===== src/rtl/ball_vertical_control_if.sv =====
// rtl/ball_vertical_control_if.sv - detector inputs and velocity/load outputs of the ball vertical sequencer
interface ball_vertical_control_if;
  logic       attract;
  logic       hit;
  logic [2:0] paddle_seg;
  logic       wall_hit;
  logic       vblank;
  logic [3:0] vload;
  logic       vload_stb;
  logic       vel_dir;
  logic [1:0] vel_mag;
  logic       holdoff;

  modport master (
    output attract, hit, paddle_seg, wall_hit, vblank,
    input  vload, vload_stb, vel_dir, vel_mag, holdoff
  );

  modport slave (
    input  attract, hit, paddle_seg, wall_hit, vblank,
    output vload, vload_stb, vel_dir, vel_mag, holdoff
  );
endinterface


===== src/rtl/ball_vertical_control.sv =====
// rtl/ball_vertical_control.sv - paddle-hit velocity capture, wall reversal and per-frame vertical load
module ball_vertical_control #(
  parameter int BASE_LOAD    = 7,
  parameter int HOLDOFF_CLKS = 1024,
  parameter int HOLDOFF_W    = 11
) (
  input  logic                    clk,
  input  logic                    _reset,
  ball_vertical_control_if.slave  bus
);

  typedef enum logic [1:0] {
    ST_ATTRACT = 2'd0,
    ST_PLAY    = 2'd1,
    ST_LOCKOUT = 2'd2
  } state_e;

  localparam logic [3:0]           BASE4     = 4'(BASE_LOAD);
  localparam logic [HOLDOFF_W-1:0] HOLD_INIT = HOLDOFF_W'(HOLDOFF_CLKS);
  localparam logic [HOLDOFF_W-1:0] HOLD_ONE  = HOLDOFF_W'(1);

  state_e               state_q, state_d;
  logic                 hit_q, hit_d, hit_prev_q, hit_prev_d;
  logic                 wall_q, wall_d, wall_prev_q, wall_prev_d;
  logic                 vb_q, vb_d, vb_prev_q, vb_prev_d;
  logic [2:0]           seg_q, seg_d;
  logic                 dir_q, dir_d;
  logic [1:0]           mag_q, mag_d;
  logic [HOLDOFF_W-1:0] cnt_q, cnt_d;
  logic [3:0]           vload_q, vload_d;
  logic                 stb_q, stb_d;

  logic hit_rise, wall_rise, vb_rise;

  assign hit_rise  = hit_q  & ~hit_prev_q;
  assign wall_rise = wall_q & ~wall_prev_q;
  assign vb_rise   = vb_q   & ~vb_prev_q;

  always_comb begin
    state_d     = state_q;
    dir_d       = dir_q;
    mag_d       = mag_q;
    cnt_d       = cnt_q;
    vload_d     = vload_q;
    stb_d       = vb_rise;
    hit_d       = bus.hit;
    hit_prev_d  = hit_q;
    seg_d       = bus.paddle_seg;
    wall_d      = bus.wall_hit;
    wall_prev_d = wall_q;
    vb_d        = bus.vblank;
    vb_prev_d   = vb_q;

    // Load is computed from the velocity currently held, so same-cycle updates land next frame.
    if (vb_rise) begin
      vload_d = dir_q ? (BASE4 + {2'b00, mag_q}) : (BASE4 - {2'b00, mag_q});
    end

    if (bus.attract) begin
      state_d = ST_ATTRACT;
      mag_d   = 2'd0;
      cnt_d   = '0;
    end else begin
      case (state_q)
        ST_ATTRACT: begin
          state_d = ST_PLAY;
        end
        ST_PLAY: begin
          if (hit_rise) begin
            // Top half of the paddle sends the ball up, faster towards the tip.
            dir_d   = seg_q[2];
            mag_d   = seg_q[2] ? seg_q[1:0] : ~seg_q[1:0];
            cnt_d   = HOLD_INIT;
            state_d = ST_LOCKOUT;
          end else if (wall_rise) begin
            dir_d = ~dir_q;
          end
        end
        ST_LOCKOUT: begin
          if (wall_rise) begin
            dir_d = ~dir_q;
          end
          if (cnt_q <= HOLD_ONE) begin
            cnt_d   = '0;
            state_d = ST_PLAY;
          end else begin
            cnt_d = cnt_q - HOLD_ONE;
          end
        end
        default: begin
          state_d = ST_PLAY;
          cnt_d   = '0;
        end
      endcase
    end
  end

  // Reset lands in PLAY: edge registers are clear, so the first clock cannot capture,
  // and a held attract moves the machine to ATTRACT on that same clock.
  always_ff @(posedge clk or negedge _reset) begin
    if (!_reset) begin
      state_q     <= ST_PLAY;
      hit_q       <= 1'b0;
      hit_prev_q  <= 1'b0;
      wall_q      <= 1'b0;
      wall_prev_q <= 1'b0;
      vb_q        <= 1'b0;
      vb_prev_q   <= 1'b0;
      seg_q       <= 3'd0;
      dir_q       <= 1'b0;
      mag_q       <= 2'd0;
      cnt_q       <= '0;
      vload_q     <= BASE4;
      stb_q       <= 1'b0;
    end else begin
      state_q     <= state_d;
      hit_q       <= hit_d;
      hit_prev_q  <= hit_prev_d;
      wall_q      <= wall_d;
      wall_prev_q <= wall_prev_d;
      vb_q        <= vb_d;
      vb_prev_q   <= vb_prev_d;
      seg_q       <= seg_d;
      dir_q       <= dir_d;
      mag_q       <= mag_d;
      cnt_q       <= cnt_d;
      vload_q     <= vload_d;
      stb_q       <= stb_d;
    end
  end

  assign bus.vload     = vload_q;
  assign bus.vload_stb = stb_q;
  assign bus.vel_dir   = dir_q;
  assign bus.vel_mag   = mag_q;
  assign bus.holdoff   = (state_q == ST_LOCKOUT);

endmodule


===== src/flat_wrapper.sv =====
// flat-port wrapper written by rule: the top's interface ports become plain ports
module ball_vertical_control_flat 
#(
  parameter int BASE_LOAD    = 7,
  parameter int HOLDOFF_CLKS = 1024,
  parameter int HOLDOFF_W    = 11
)
  (clk, _reset, bus_attract, bus_hit, bus_paddle_seg, bus_wall_hit, bus_vblank, bus_vload, bus_vload_stb, bus_vel_dir, bus_vel_mag, bus_holdoff);
  ball_vertical_control_if bus_i ();
  input  logic clk;
  input  logic _reset;
  input wire logic [$bits(bus_i.attract)-1:0] bus_attract;
  input wire logic [$bits(bus_i.hit)-1:0] bus_hit;
  input wire logic [$bits(bus_i.paddle_seg)-1:0] bus_paddle_seg;
  input wire logic [$bits(bus_i.wall_hit)-1:0] bus_wall_hit;
  input wire logic [$bits(bus_i.vblank)-1:0] bus_vblank;
  output wire logic [$bits(bus_i.vload)-1:0] bus_vload;
  output wire logic [$bits(bus_i.vload_stb)-1:0] bus_vload_stb;
  output wire logic [$bits(bus_i.vel_dir)-1:0] bus_vel_dir;
  output wire logic [$bits(bus_i.vel_mag)-1:0] bus_vel_mag;
  output wire logic [$bits(bus_i.holdoff)-1:0] bus_holdoff;
  assign bus_i.attract = bus_attract;
  assign bus_i.hit = bus_hit;
  assign bus_i.paddle_seg = bus_paddle_seg;
  assign bus_i.wall_hit = bus_wall_hit;
  assign bus_i.vblank = bus_vblank;
  assign bus_vload = bus_i.vload;
  assign bus_vload_stb = bus_i.vload_stb;
  assign bus_vel_dir = bus_i.vel_dir;
  assign bus_vel_mag = bus_i.vel_mag;
  assign bus_holdoff = bus_i.holdoff;
  ball_vertical_control #(.BASE_LOAD(BASE_LOAD), .HOLDOFF_CLKS(HOLDOFF_CLKS), .HOLDOFF_W(HOLDOFF_W)) u_core (.clk(clk), ._reset(_reset), .bus(bus_i));
endmodule

===== config.mk =====
export PLATFORM = sky130hd
export DESIGN_NAME = ball_vertical_control_flat
export DESIGN_NICKNAME = d
export VERILOG_FILES = /design/src/rtl/ball_vertical_control_if.sv /design/src/rtl/ball_vertical_control.sv /design/src/flat_wrapper.sv
export SDC_FILE = /design/constraint.sdc
export NUM_CORES = 1
export LEC_CHECK = 0
export ABC_AREA = 1
export BUFFER_PORTS_ARGS = -buffer_cell sky130_fd_sc_hd__buf_4
export CELL_PAD_IN_SITES_DETAIL_PLACEMENT = 0
export CELL_PAD_IN_SITES_GLOBAL_PLACEMENT = 1
export CORE_UTILIZATION = 43
export DETAILED_ROUTE_END_ITERATION = 12
export PLACE_DENSITY = 0.74
export SLEW_MARGIN = 20
export SYNTH_ARGS = -nofsm -noshare
export SYNTH_HDL_FRONTEND = slang
export SYNTH_SLANG_ARGS = --single-unit

===== constraint.sdc =====
create_clock -name clk -period 1.7 [get_ports clk]
set_input_delay 0.255 -clock clk [delete_from_list [all_inputs] [get_ports clk]]
set_output_delay 0.255 -clock clk [all_outputs]
set_load 0.005 [all_outputs]

; Word-level counts from Yosys, hierarchy flattened
; Cells that the tools add are included.
[totals]
register_bits = 30
inputBits = 9
output_inout_bits = 9
elab_cells = 55
[classes]
n_addsub = 3
order_cmp = 1
n_eq_ne = 5
mux = 16
n_bitwise = 9
reduce_logical = 8
[ops]
columns = cell, n
row1 = 11-bit 2-to-1 mux, 3
row2 = 11-bit one-hot mux with 3 select lines, 1
row3 = 2-bit 2-to-1 mux, 7
row4 = "11-bit by 1-bit less-or-equal comparator with 1-bit output, second input constant", 1
row5 = "11-bit by 1-bit subtractor with 11-bit output, second input constant", 1
row6 = 2-bit AND reduction, 4
row7 = "3-bit by 2-bit != test with 1-bit output, second input constant", 2
row8 = 2-bit nonzero test, 3
row9 = 1-bit inverter, 5
row10 = "3-bit by 2-bit adder with 4-bit output, first input constant", 1
row11 = 4-bit 2-to-1 mux, 1
row12 = 2-bit one-hot mux with 2 select lines, 1
row13 = "3-bit by 2-bit subtractor with 4-bit output, first input constant", 1
row14 = 1-bit bitwise AND, 3
row15 = "2-bit by 1-bit equality test with 1-bit output, second input constant", 1
row16 = "2-bit equality test, second input constant", 1
row17 = 2-bit zero test, 1
row18 = 1-bit 2-to-1 mux, 2
row19 = "2-bit != test, second input constant", 1
row20 = 2-bit inverter, 1
row21 = 1-bit one-hot mux with 2 select lines, 1

; Depth between registers and ports, before layout
[logic_depth]
word_depth = 5
depth_mapped = 10

; Least setup slack after synthesis
; OpenSTA, ideal clock, no wires.
[synth_path]
path_type = register to register
startpoint = register u_core.state_q[0]
endpoint = register u_core.cnt_q[4]
arrival_time_ps = 1412
required_ps = 1629
setup_slack_ps = 217
stages_incl_launch_ff = 10
path_buffers = 1
period_less_slack_ps = 1483
path_cell_list = dfstp_2 -> inv_1 -> ha_1 -> inv_1 -> nor2_1 -> a21oi_4 -> buf_6 -> nand2_1 -> xor2_1 -> nor2_1
[synth_via]
elab_chain_len = 3
elab_cells_between_ends = 8
[synth_lines]
columns = element, line
row1 = "start, declared", ball_vertical_control.sv:22  ; state_e state_q, state_d;
row2 = "start signal, assigned", ball_vertical_control.sv:116  ; state_q <= state_d;
row3 = 2-bit equality test (tied with other cells), ball_vertical_control.sv:64  ; case (state_q)
row4 = 11-bit one-hot mux with 3 select lines (tied with other cells), ball_vertical_control.sv:64
row5 = 11-bit 2-to-1 mux / 2-bit AND reduction (equally long branches), -
row6 = "end signal, assigned", ball_vertical_control.sv:126  ; cnt_q <= cnt_d;
row7 = "end, declared", ball_vertical_control.sv:29  ; logic [HOLDOFF_W-1:0] cnt_q, cnt_d;
; Several ways; a longest one is shown, not always the timed one.
; A chain may end at the register's enable or synchronous reset.

; Final worst setup path
[layout_path]
startpoint = register u_core.state_q[0]
endpoint = register u_core.cnt_q[3]
; The elaborated chain is that of the path after synthesis.

==> run summary <==
status -> finished clean
RSZ-0062 raised after global routing -> yes
Final GP Congestion -> 0.794
H-tree Lvls -> 2
# IOs -> 18
NumNets Final -> 215
DRC violations left -> 0
Worst Skew -> 1.60 ps
vias per cell -> 4.60
relative slew slack -> 74.7%
routed len/inst -> 10.7 um
initial antenna violation count -> 0
final max-slew violation count -> 0
VDD IR-drop max -> 0.723 mV
Clock Path Buffers -> 2
syn nets -> 183
sequential fraction of the synthesis area -> 50.9%
Yosys top cell area share -> 43.8%
pwr dens -> 1480 nW/um^2
Die H -> 60.8 um
worst-skew pair later-pin latency -> 320 ps
number of port buffers -> 17
Layout fillers -> 301
drt total wl -> 2.62 mm
Critical Path Fanout Max -> 5
# diodes -> 0
Slew @ Worst Pin -> 376 ps
CTS sink cnt -> 30
Post-Synthesis Cells -> 168
HP Class -> input port to flip-flop
Post-Layout Inst Area -> 1800 um^2
WHS -> 31.6 ps
Core Util, Final -> 57.1%
initial DRC count -> 37
core box area -> 3150 um^2
Die Area -> 3690 um^2
yosys warns -> 0
Max-cap violations -> 0
Rows -> 20
clk slew on worst S/H paths -> 100 ps
vias in the first global route -> 1,082
die width -> 60.8 um
1st-pass router iterations -> 4
via count -> 1,128
final hold vios -> 0
layout cells sized above 1 -> 27.4%
Post-DP HPWL -> 1.85 mm
Max Clock Freq -> 617 MHz
Total GRT Usage -> 17.0%
Placed Area -> 1670 um^2
Initial Util -> 47.1%
minimum clock period -> 1620 ps
kind of critical path -> flip-flop to flip-flop
Synth-to-Final Area Change -> 21.3%
grt ovf -> 0
CP Launch Type -> flip-flop
first-pass GRT wire length -> 4.46 mm
pin count of the biggest net entering global routing -> 31
Setup TNS -> 0 ps
Setup crit end kind -> flip-flop
Worst EP required -> 1920 ps
Worst Path Arrival -> 1840 ps
post-synthesis register bit count -> 30
Final ANT Viol Nets -> 0
Syn Std Cell Area -> 1490 um^2
largest cells by area after synthesis -> dfrtp_1 (44%), nand2_1 (8.8%), dfstp_2 (7.1%), inv_1 (6.3%), ha_1 (5.1%)
Pleak -> 0.939 nW
final setup violating endpoints -> 0
TritonCTS clock tree -> done
Tcrit/Tclk final -> 95.3%
Inserted Clock Buffers -> 5
syn_area_per_cell -> 8.84 um^2
Root Buffer -> clkbuf_4
Netlist cell types -> 22
Synth area leader -> dfrtp_1
## registers in the layout, summed over array words and instances, names as in the netlist
| signal | count |
|---|---|
| u_core.bus.vload_stb | 1 |
| u_core.bus.vel_dir | 1 |
| u_core.hit_prev_q | 1 |
| u_core.seg_q | 3 |
| u_core.wall_prev_d | 1 |
| u_core.hit_prev_d | 1 |
| u_core.bus.vel_mag | 2 |
| u_core.vb_prev_d | 1 |
| u_core.state_q | 2 |
| u_core.wall_prev_q | 1 |
| u_core.bus.vload | 4 |
| u_core.vb_prev_q | 1 |
| u_core.cnt_q | 11 |
## cells in the mapped netlist
library cell and instances:
a21oi_1 5, a21oi_2 1, a21oi_4 2, buf_6 1, dfrtp_1 26, dfstp_2 4
ha_1 6, inv_1 25, inv_2 2, nand2_1 35, nand2_2 7, nand3_1 7
nand3b_1 1, nor2_1 15, nor2_2 7, nor3_1 1, o21a_1 1, o21ai_0 11
o21bai_1 1, o22ai_1 2, xnor2_1 1, xor2_1 7
## cell usage in the layout (no fill, tap or decap)
cell type / count
nand2_1: 34
dfrtp_1: 26
inv_1: 25
buf_4: 22
nor2_1: 15
o21ai_0: 11
nand2_2: 8
nor2_2: 7
nand3_1: 7
xor2_1: 7
ha_1: 6
a21oi_1: 5
clkbuf_4: 5
dfstp_2: 4
dlygate4sd3_1: 3
a21oi_4: 2
inv_2: 2
o22ai_1: 2
o21a_1: 1
o21bai_1: 1
nor3_1: 1
a21oi_2: 1
xnor2_1: 1
nand3b_1: 1
clkinvlp_4: 1
clkbuf_8: 1
clkinv_2: 1
buf_6: 1
## cell type report
type | count | area [um^2] | share of cell area (%)
multi-input combinational | 110 | 619 | 34.4
timing repair buffer | 26 | 206 | 11.5
inverter | 27 | 101 | 5.62
clock inverter | 2 | 12.5 | 0.694
tap | 44 | 55.1 | 3.06
clock buffer | 6 | 51.3 | 2.85
sequential | 30 | 756 | 41.9
## logic make-up after synthesis
group / Yosys count / synth area share [%]
AO/OA/AOI/OAI: 23 / 10.0
XOR/XNOR: 8 / 4.72
adder cells (fa/ha/maj): 6 / 5.05
buffers and inverters: 28 / 7.58
flip-flops: 30 / 50.9
AND/OR/NAND/NOR: 73 / 21.7
## path summary, 6_finish.rpt
path	start	end	cells past startpoint	slack [ps]
min in group asynchronous	_reset	u_core.bus.vload[3]	2	410
setup reg to reg	u_core.state_q[0]	u_core.cnt_q[3]	8	80
hold / removal	bus_paddle_seg[0]	u_core.seg_q[0]	1	30
max in group asynchronous	_reset	u_core.state_q[0]	2	980
setup / recovery	u_core.state_q[0]	u_core.cnt_q[3]	8	80
hold reg to reg	u_core.wall_prev_d	u_core.wall_prev_q	0	390
## where the power goes
part | total (mW) | internal, mW | switching [mW] | leakage (nW)
registers | 0.967 | 0.871 | 0.0967 | 0.372
clock network | 0.453 | 0.199 | 0.254 | 0.0343
logic | 1.25 | 0.534 | 0.712 | 0.533
## worst max-delay path: stages (launching register included)
cell	delay (ps)
dfstp_2	550
ha_1	170
inv_2	50
nor2_2	180
a21oi_4	90
buf_4	160
nand3b_1	90
xor2_1	170
nor2_2	40
## metal layers
layer,wire [um],vias to the layer above,global-route usage (%)
met5,0,-,0
met4,36,0,7.79
met3,94,5,5.76
met2,1270,18,28.9
met1,1220,523,19.5
li1,-,582,-
## per-stage QoR
stage | setup slack [ps] | power, mW | instances
finish | 79.5 | 2.67 | 245
global route | -4.38 | 2.90 | 245
CTS | 91.0 | 2.67 | 243
detailed placement | 2.64 | 2.15 | 230
global placement | 70.3 | 2.13 | 230
floorplan | 217 | 1.85 | 168
## repair_timing
| action | 4_1_cts | 5_1_grt |
|---|---|---|
| setup endpoints to repair | 3 | 2 |
| gates resized for setup | 0 | 2 |
| gates cloned | 0 | 0 |
| buffers inserted | 4 | 0 |
| pin swaps | 0 | 1 |
| endpoints found under the hold margin | 26 | 2 |
| hold buffers | 1 | 2 |
No activity file was read; power rests on OpenSTA's default activity.
